File: src/rtl/iobus_pkg.sv
// Shared definitions for the IO bus command master: FSM states,
// default parameter values and the per-lane read-data mask.
package iobus_pkg;

    localparam int DEF_DATA_W         = 32;
    localparam int DEF_ADDR_W         = 32;
    localparam int DEF_CMD_DEPTH      = 4;
    localparam int DEF_TIMEOUT_CYCLES = 255;

    typedef enum logic [1:0] {
        ST_IDLE  = 2'd0,
        ST_ISSUE = 2'd1,
        ST_WAIT  = 2'd2,
        ST_RESP  = 2'd3
    } iobus_state_e;

    // One byte lane of read data, zeroed when its byte enable is low.
    function automatic logic [7:0] lane_mask(input logic [7:0] lane, input logic en);
        return en ? lane : 8'h00;
    endfunction

endpackage

File: src/rtl/iobus_sync_fifo.sv
// Single-clock show-ahead FIFO. Pointers carry one extra wrap bit so
// full and empty are distinguished without a separate counter.
module iobus_sync_fifo #(
    parameter int WIDTH = 8,
    parameter int DEPTH = 4
) (
    input  logic             clk,
    input  logic             rst,
    input  logic             push,
    input  logic [WIDTH-1:0] din,
    output logic             full,
    input  logic             pop,
    output logic [WIDTH-1:0] dout,
    output logic             empty
);

    localparam int AW = $clog2(DEPTH);

    logic [WIDTH-1:0] mem [DEPTH];
    logic [AW:0]      wr_ptr;
    logic [AW:0]      rd_ptr;

    assign empty = (wr_ptr == rd_ptr);
    assign full  = (wr_ptr[AW] != rd_ptr[AW]) && (wr_ptr[AW-1:0] == rd_ptr[AW-1:0]);
    assign dout  = mem[rd_ptr[AW-1:0]];

    // Pointer advance; pushes into a full FIFO and pops from an empty one are ignored.
    always_ff @(posedge clk or posedge rst) begin
        if (rst) begin
            wr_ptr <= '0;
            rd_ptr <= '0;
        end else begin
            if (push && !full)
                wr_ptr <= wr_ptr + (AW+1)'(1);
            if (pop && !empty)
                rd_ptr <= rd_ptr + (AW+1)'(1);
        end
    end

    // Storage write; contents need no reset since the pointers gate visibility.
    always_ff @(posedge clk) begin
        if (push && !full)
            mem[wr_ptr[AW-1:0]] <= din;
    end

endmodule

File: src/rtl/iobus_cmd_master.sv
// Queues read/write commands and plays them one at a time onto a
// MicroBlaze-style IO bus, returning one response per command in order,
// with an abort after a bounded number of wait cycles.
module iobus_cmd_master import iobus_pkg::*; #(
    parameter int DATA_W         = DEF_DATA_W,
    parameter int ADDR_W         = DEF_ADDR_W,
    parameter int CMD_DEPTH      = DEF_CMD_DEPTH,
    parameter int TIMEOUT_CYCLES = DEF_TIMEOUT_CYCLES
) (
    input  logic                  clk,
    input  logic                  rst,
    input  logic                  cmd_valid,
    output logic                  cmd_ready,
    input  logic                  cmd_write,
    input  logic [ADDR_W-1:0]     cmd_addr,
    input  logic [DATA_W-1:0]     cmd_wdata,
    input  logic [DATA_W/8-1:0]   cmd_byte_en,
    output logic                  rsp_valid,
    input  logic                  rsp_ready,
    output logic                  rsp_write,
    output logic [DATA_W-1:0]     rsp_rdata,
    output logic                  rsp_timeout,
    output logic                  busy,
    output logic                  io_addr_strobe,
    output logic                  io_read_strobe,
    output logic                  io_write_strobe,
    output logic [ADDR_W-1:0]     io_addr,
    output logic [DATA_W/8-1:0]   io_byte_en,
    output logic [DATA_W-1:0]     io_write_data,
    input  logic [DATA_W-1:0]     io_read_data,
    input  logic                  io_ready
);

    localparam int BE_W  = DATA_W / 8;
    localparam int CMD_W = 1 + ADDR_W + BE_W + DATA_W;
    localparam int CNT_W = (TIMEOUT_CYCLES > 1) ? $clog2(TIMEOUT_CYCLES) : 1;
    localparam logic [CNT_W-1:0] CNT_LAST = CNT_W'(TIMEOUT_CYCLES - 1);

    iobus_state_e      state;
    logic              fifo_full;
    logic              fifo_empty;
    logic              fifo_pop;
    logic [CMD_W-1:0]  fifo_din;
    logic [CMD_W-1:0]  fifo_dout;
    logic              head_write;
    logic [ADDR_W-1:0] head_addr;
    logic [BE_W-1:0]   head_be;
    logic [DATA_W-1:0] head_wdata;
    logic              cur_write;
    logic [BE_W-1:0]   cur_be;
    logic [CNT_W-1:0]  wait_cnt;
    logic [DATA_W-1:0] masked_rdata;

    assign cmd_ready = !fifo_full;
    assign fifo_din  = {cmd_write, cmd_addr, cmd_byte_en, cmd_wdata};
    assign {head_write, head_addr, head_be, head_wdata} = fifo_dout;
    assign fifo_pop  = (state == ST_IDLE) && !fifo_empty;
    assign busy      = !fifo_empty || (state != ST_IDLE);

    iobus_sync_fifo #(
        .WIDTH (CMD_W),
        .DEPTH (CMD_DEPTH)
    ) u_cmd_fifo (
        .clk   (clk),
        .rst   (rst),
        .push  (cmd_valid),
        .din   (fifo_din),
        .full  (fifo_full),
        .pop   (fifo_pop),
        .dout  (fifo_dout),
        .empty (fifo_empty)
    );

    // Read data with disabled byte lanes forced to zero.
    always_comb begin
        masked_rdata = '0;
        for (int unsigned i = 0; i < BE_W; i++)
            masked_rdata[i*8 +: 8] = lane_mask(io_read_data[i*8 +: 8], cur_be[i]);
    end

    // Transaction sequencer: pop, one-cycle strobe, bounded wait, hold response.
    always_ff @(posedge clk or posedge rst) begin
        if (rst) begin
            state           <= ST_IDLE;
            io_addr_strobe  <= 1'b0;
            io_read_strobe  <= 1'b0;
            io_write_strobe <= 1'b0;
            io_addr         <= '0;
            io_byte_en      <= '0;
            io_write_data   <= '0;
            rsp_valid       <= 1'b0;
            rsp_write       <= 1'b0;
            rsp_rdata       <= '0;
            rsp_timeout     <= 1'b0;
            cur_write       <= 1'b0;
            cur_be          <= '0;
            wait_cnt        <= '0;
        end else begin
            case (state)
                ST_IDLE: begin
                    if (!fifo_empty) begin
                        state           <= ST_ISSUE;
                        io_addr_strobe  <= 1'b1;
                        io_read_strobe  <= !head_write;
                        io_write_strobe <= head_write;
                        io_addr         <= head_addr;
                        io_byte_en      <= head_be;
                        io_write_data   <= head_write ? head_wdata : '0;
                        cur_write       <= head_write;
                        cur_be          <= head_be;
                    end
                end
                ST_ISSUE: begin
                    state           <= ST_WAIT;
                    io_addr_strobe  <= 1'b0;
                    io_read_strobe  <= 1'b0;
                    io_write_strobe <= 1'b0;
                    io_addr         <= '0;
                    io_byte_en      <= '0;
                    io_write_data   <= '0;
                    wait_cnt        <= '0;
                end
                ST_WAIT: begin
                    // io_ready is tested first so a last-cycle acknowledge wins over the abort.
                    if (io_ready) begin
                        state       <= ST_RESP;
                        rsp_valid   <= 1'b1;
                        rsp_write   <= cur_write;
                        rsp_rdata   <= cur_write ? '0 : masked_rdata;
                        rsp_timeout <= 1'b0;
                    end else if (wait_cnt == CNT_LAST) begin
                        state       <= ST_RESP;
                        rsp_valid   <= 1'b1;
                        rsp_write   <= cur_write;
                        rsp_rdata   <= '0;
                        rsp_timeout <= 1'b1;
                    end else begin
                        wait_cnt <= wait_cnt + CNT_W'(1);
                    end
                end
                ST_RESP: begin
                    if (rsp_ready) begin
                        state       <= ST_IDLE;
                        rsp_valid   <= 1'b0;
                        rsp_write   <= 1'b0;
                        rsp_rdata   <= '0;
                        rsp_timeout <= 1'b0;
                    end
                end
                default: state <= ST_IDLE;
            endcase
        end
    end

endmodule

File: config.mk
export PLATFORM = sky130hd
export DESIGN_NAME = iobus_cmd_master
export DESIGN_NICKNAME = d
export VERILOG_FILES = /design/src/rtl/iobus_pkg.sv /design/src/rtl/iobus_sync_fifo.sv /design/src/rtl/iobus_cmd_master.sv
export SDC_FILE = /design/constraint.sdc
export NUM_CORES = 1
export LEC_CHECK = 0
export CAP_MARGIN = 0
export CORE_ASPECT_RATIO = 1.5
export CORE_MARGIN = 1
export CORE_UTILIZATION = 62
export DETAILED_ROUTE_END_ITERATION = 12
export DONT_BUFFER_PORTS = 1
export MAX_ROUTING_LAYER = met4
export PLACE_DENSITY = 0.78
export REMOVE_ABC_BUFFERS = 1
export SLEW_MARGIN = 10
export SYNTH_ARGS = -nofsm -noshare
export SYNTH_HDL_FRONTEND = slang
export SYNTH_SLANG_ARGS = --single-unit
File: constraint.sdc
create_clock -name clk -period 4.75 [get_ports clk]
set_input_delay 0.7125 -clock clk [delete_from_list [all_inputs] [get_ports clk]]
set_output_delay 0.7125 -clock clk [all_outputs]
set_load 0.01 [all_outputs]
==> impl_metrics.env <==
export IMPL_status="complete, no violations"
export IMPL_cts_buffers=37
export IMPL_clock_latency_ns=0.51
export IMPL_clock_skew_ns=0.01950
export IMPL_min_period_over_period=0.6505
export IMPL_crit_type="reg -> reg"
export IMPL_ir_worst_vdd_v=0.0004197
export IMPL_cts_resized=0
export IMPL_hp_class="in -> async"
export IMPL_r2r_slack_ns=1.66
export IMPL_initial_core_util=0.6345
export IMPL_synth_cell_types=43
export IMPL_cp_data_required_time_ns=5.12
export IMPL_portBuffers=0
export IMPL_routed_wl_um=28600
export IMPL_start_kind="register"
export IMPL_drtAntennaViolNets=0
export IMPL_p_leak_nw=5.974
export IMPL_die_y_um=192.9
export IMPL_fp_row_count=69
export IMPL_pre_cts_slack_ns=1.640
export IMPL_yosysSeqAreaShare=0.7612
export IMPL_hold_buffers=0
export IMPL_clock_sinks=403
export IMPL_grt_setup_unrepaired="false"
export IMPL_yosys_warnings=0
export IMPL_grt_pass1_wl_um=42450
export IMPL_dieWidth_um=129.3
export IMPL_fill_cells=1427
export IMPL_clk_pin_slew_worst_paths_ns=0.06
export IMPL_power_density_nw_per_um2=685.4
export IMPL_finalSetupViolations=0
export IMPL_gr_total_overflow=0
export IMPL_worst_path_most_repeated_cell="nand3_1"
export IMPL_worstPathCellList="inv_1 -> ha_1 -> nand3_1 -> o21ai_1 -> nand3_1 -> o2bb2ai_1"
export IMPL_cts_tree="built"
export IMPL_arrival_ns=3.46
export IMPL_vias=7126
export IMPL_fin_ws_ns=1.660
export IMPL_final_common_cell="edfxtp_1"
export IMPL_diodes=0
export IMPL_syn_avg_cell_area_um2=19.79
export IMPL_synth_seq_cells=403
export IMPL_cts_setup_buffers=0
export IMPL_synthFlopType="edfxtp_1"
export IMPL_hold_ws_ns=0.1949
export IMPL_async_flop_share=0.3151
export IMPL_grt_pass1_vias=7457
export IMPL_reg2reg_depth=6
export IMPL_end_kind="register"
export IMPL_area_growth_synth_to_final_pct=10.00
export IMPL_layout_common_cells="edfxtp_1 (276), dfrtp_1 (125), mux4_2 (69)"
export IMPL_dr_pass1_iters=5
export IMPL_synth_top_cell_area_share=0.5502
export IMPL_maxCapViolCount=0
export IMPL_grtUsageTotal=0.2421
export IMPL_via_per_inst=6.397
export IMPL_synth_edf_count=276
export IMPL_fin_crit_ns=3.090
export IMPL_ioPinCount=214
export IMPL_ys_top_cells_by_area="edfxtp_1 (55%), dfrtp_1 (21%), mux4_2 (10%)"
export IMPL_hold_viol=0
export IMPL_max_stage_delay_ns=1.05
export IMPL_drive_above_1_share=0.1849
export IMPL_worst_pin_slew_ns=1.147
export IMPL_clk_path_buf_depth=3
export IMPL_antenna_found_initial=0
export IMPL_slew_headroom=0.2332
export IMPL_drc=0
export IMPL_synth_top_area_cell="edfxtp_1"
export IMPL_drt_iter0_drc=362
export IMPL_final_max_slew_violation_count=0
export IMPL_synth_area_um2=15060
export IMPL_postLayoutCoreUtil=0.6979
export IMPL_crit_path_top_delay_cell="nand3_1"
export IMPL_die_area_um2=24940
export IMPL_hpwlAfterDp_um=17270
export IMPL_cts_max_level=2
export IMPL_grt_max_degree=91
export IMPL_core_area_um2=23740
export IMPL_cts_root_buf="clkbuf_16"
export IMPL_gp_congestion=0.7652
export IMPL_r2r_start="wait_cnt[0]"
export IMPL_timing_rr_end="rsp_rdata[25]"
export IMPL_fin_nets=885
export IMPL_fmax_mhz=323.6
export IMPL_syn_inst=761
export IMPL_wl_per_cell_um=25.68
export IMPL_cp_max_fo=32
metal layers:
metal	up-vias	wire length [µm]	global-route usage
li1	3059	-	-
met1	3707	9998	0.2734
met2	313	15400	0.4181
met3	47	2451	0.06210
met4	0	750	0.08145
met5	-	0	-
how the worst max path moves through the flow:
stage / end / startpoint / depth (start not counted) / slack (ns)
6_report: rsp_rdata[25] / wait_cnt[0] / 6 / 1.66
5_1_grt: rsp_rdata[17] / wait_cnt[0] / 6 / 1.40
4_1_cts: rsp_rdata[25] / wait_cnt[0] / 6 / 1.64
3_5_place_dp: rsp_rdata[25] / wait_cnt[0] / 6 / 1.64
3_3_place_gp: u_cmd_fifo.mem[3][18] / u_cmd_fifo.rd_ptr[0] / 3 / 1.84
2_1_floorplan: u_cmd_fifo.mem[3][0] / u_cmd_fifo.rd_ptr[0] / 3 / -0.74
worst max-delay path, delay by kind of cell (launching register included):
kind / cells / cell delay (ns)
adders and majority gates: 1 / 0.14
and+or+nand+nor: 2 / 1.16
buffers and inverters: 1 / 0.09
DFF: 1 / 0.45
AOI/OAI and AO/OA: 2 / 1.11
cells by family (layout without fill, tap and decap cells):
group           Yosys count  after routing  share of synthesized area
buf+inv                  49             83                    0.01711
compound gates          132            132                    0.07293
mux                      75             75                     0.1075
xor+xnor                 11             11                   0.006396
simple gates             79             79                    0.02492
fa+ha+maj                12             12                   0.009967
flops                   403            403                     0.7612
sequential cells by signal, summed over array words and instances (netlist names), 2 cells and up:
| register | flops |
|---|---|
| cur_be | 4 |
| io_addr | 32 |
| io_byte_en | 4 |
| io_write_data | 32 |
| rsp_rdata | 32 |
| state | 2 |
| u_cmd_fifo.mem | 276 |
| u_cmd_fifo.rd_ptr | 3 |
| u_cmd_fifo.wr_ptr | 3 |
| wait_cnt | 8 |
synth_stat cells (2+ instances only):
cell type and count:
mux4_2 69, edfxtp_1 276, a21o_1 2, buf_6 5
o211ai_1 2, o31ai_1 2, dfrtp_1 127, xor2_1 5
a21oi_1 3, a22o_1 66, mux2i_1 2, buf_2 17
nand2_1 45, nand3_1 13, o21ai_0 12, o2bb2ai_1 37
and2_1 5, nor2_1 2, nor3_1 2, xnor2_1 6
buf_4 4, inv_1 8, nand2b_1 3, ha_1 12
inv_2 2, clkbuf_1 13, nor2b_1 3, mux2_1 3
final cells by class:
class / count / area [µm²] / share of cell area
tap: 319 / 399.1 / 0.02409
timing repair buffer: 6 / 45.04 / 0.002718
clock inverter: 23 / 259.0 / 0.01563
inverter: 10 / 42.54 / 0.002567
clock buffer: 44 / 993.5 / 0.05996
multi-input combinational: 309 / 3357 / 0.2026
sequential: 403 / 11470 / 0.6924
power by group:
group | switching (W) | total [W] | internal (W)
sequential | 0.000695 | 0.00548 | 0.00478
combinational | 0.00163 | 0.00287 | 0.00124
clock | 0.00123 | 0.00301 | 0.00178
total | 0.00356 | 0.0114 | 0.00780
metrics by stage:
stage / area (µm²) / setup TNS (ns) / cells / total power [W]
floorplan: 14840 / -206.90 / 722 / 0.007623
global placement: 15320 / 0 / 1047 / 0.008269
detailed placement: 15320 / 0 / 1047 / 0.008448
CTS: 16570 / 0 / 1114 / 0.01148
global route: 16570 / 0 / 1114 / 0.01189
finish: 16570 / 0 / 1114 / 0.01136
(Power assumes the default switching activity.)
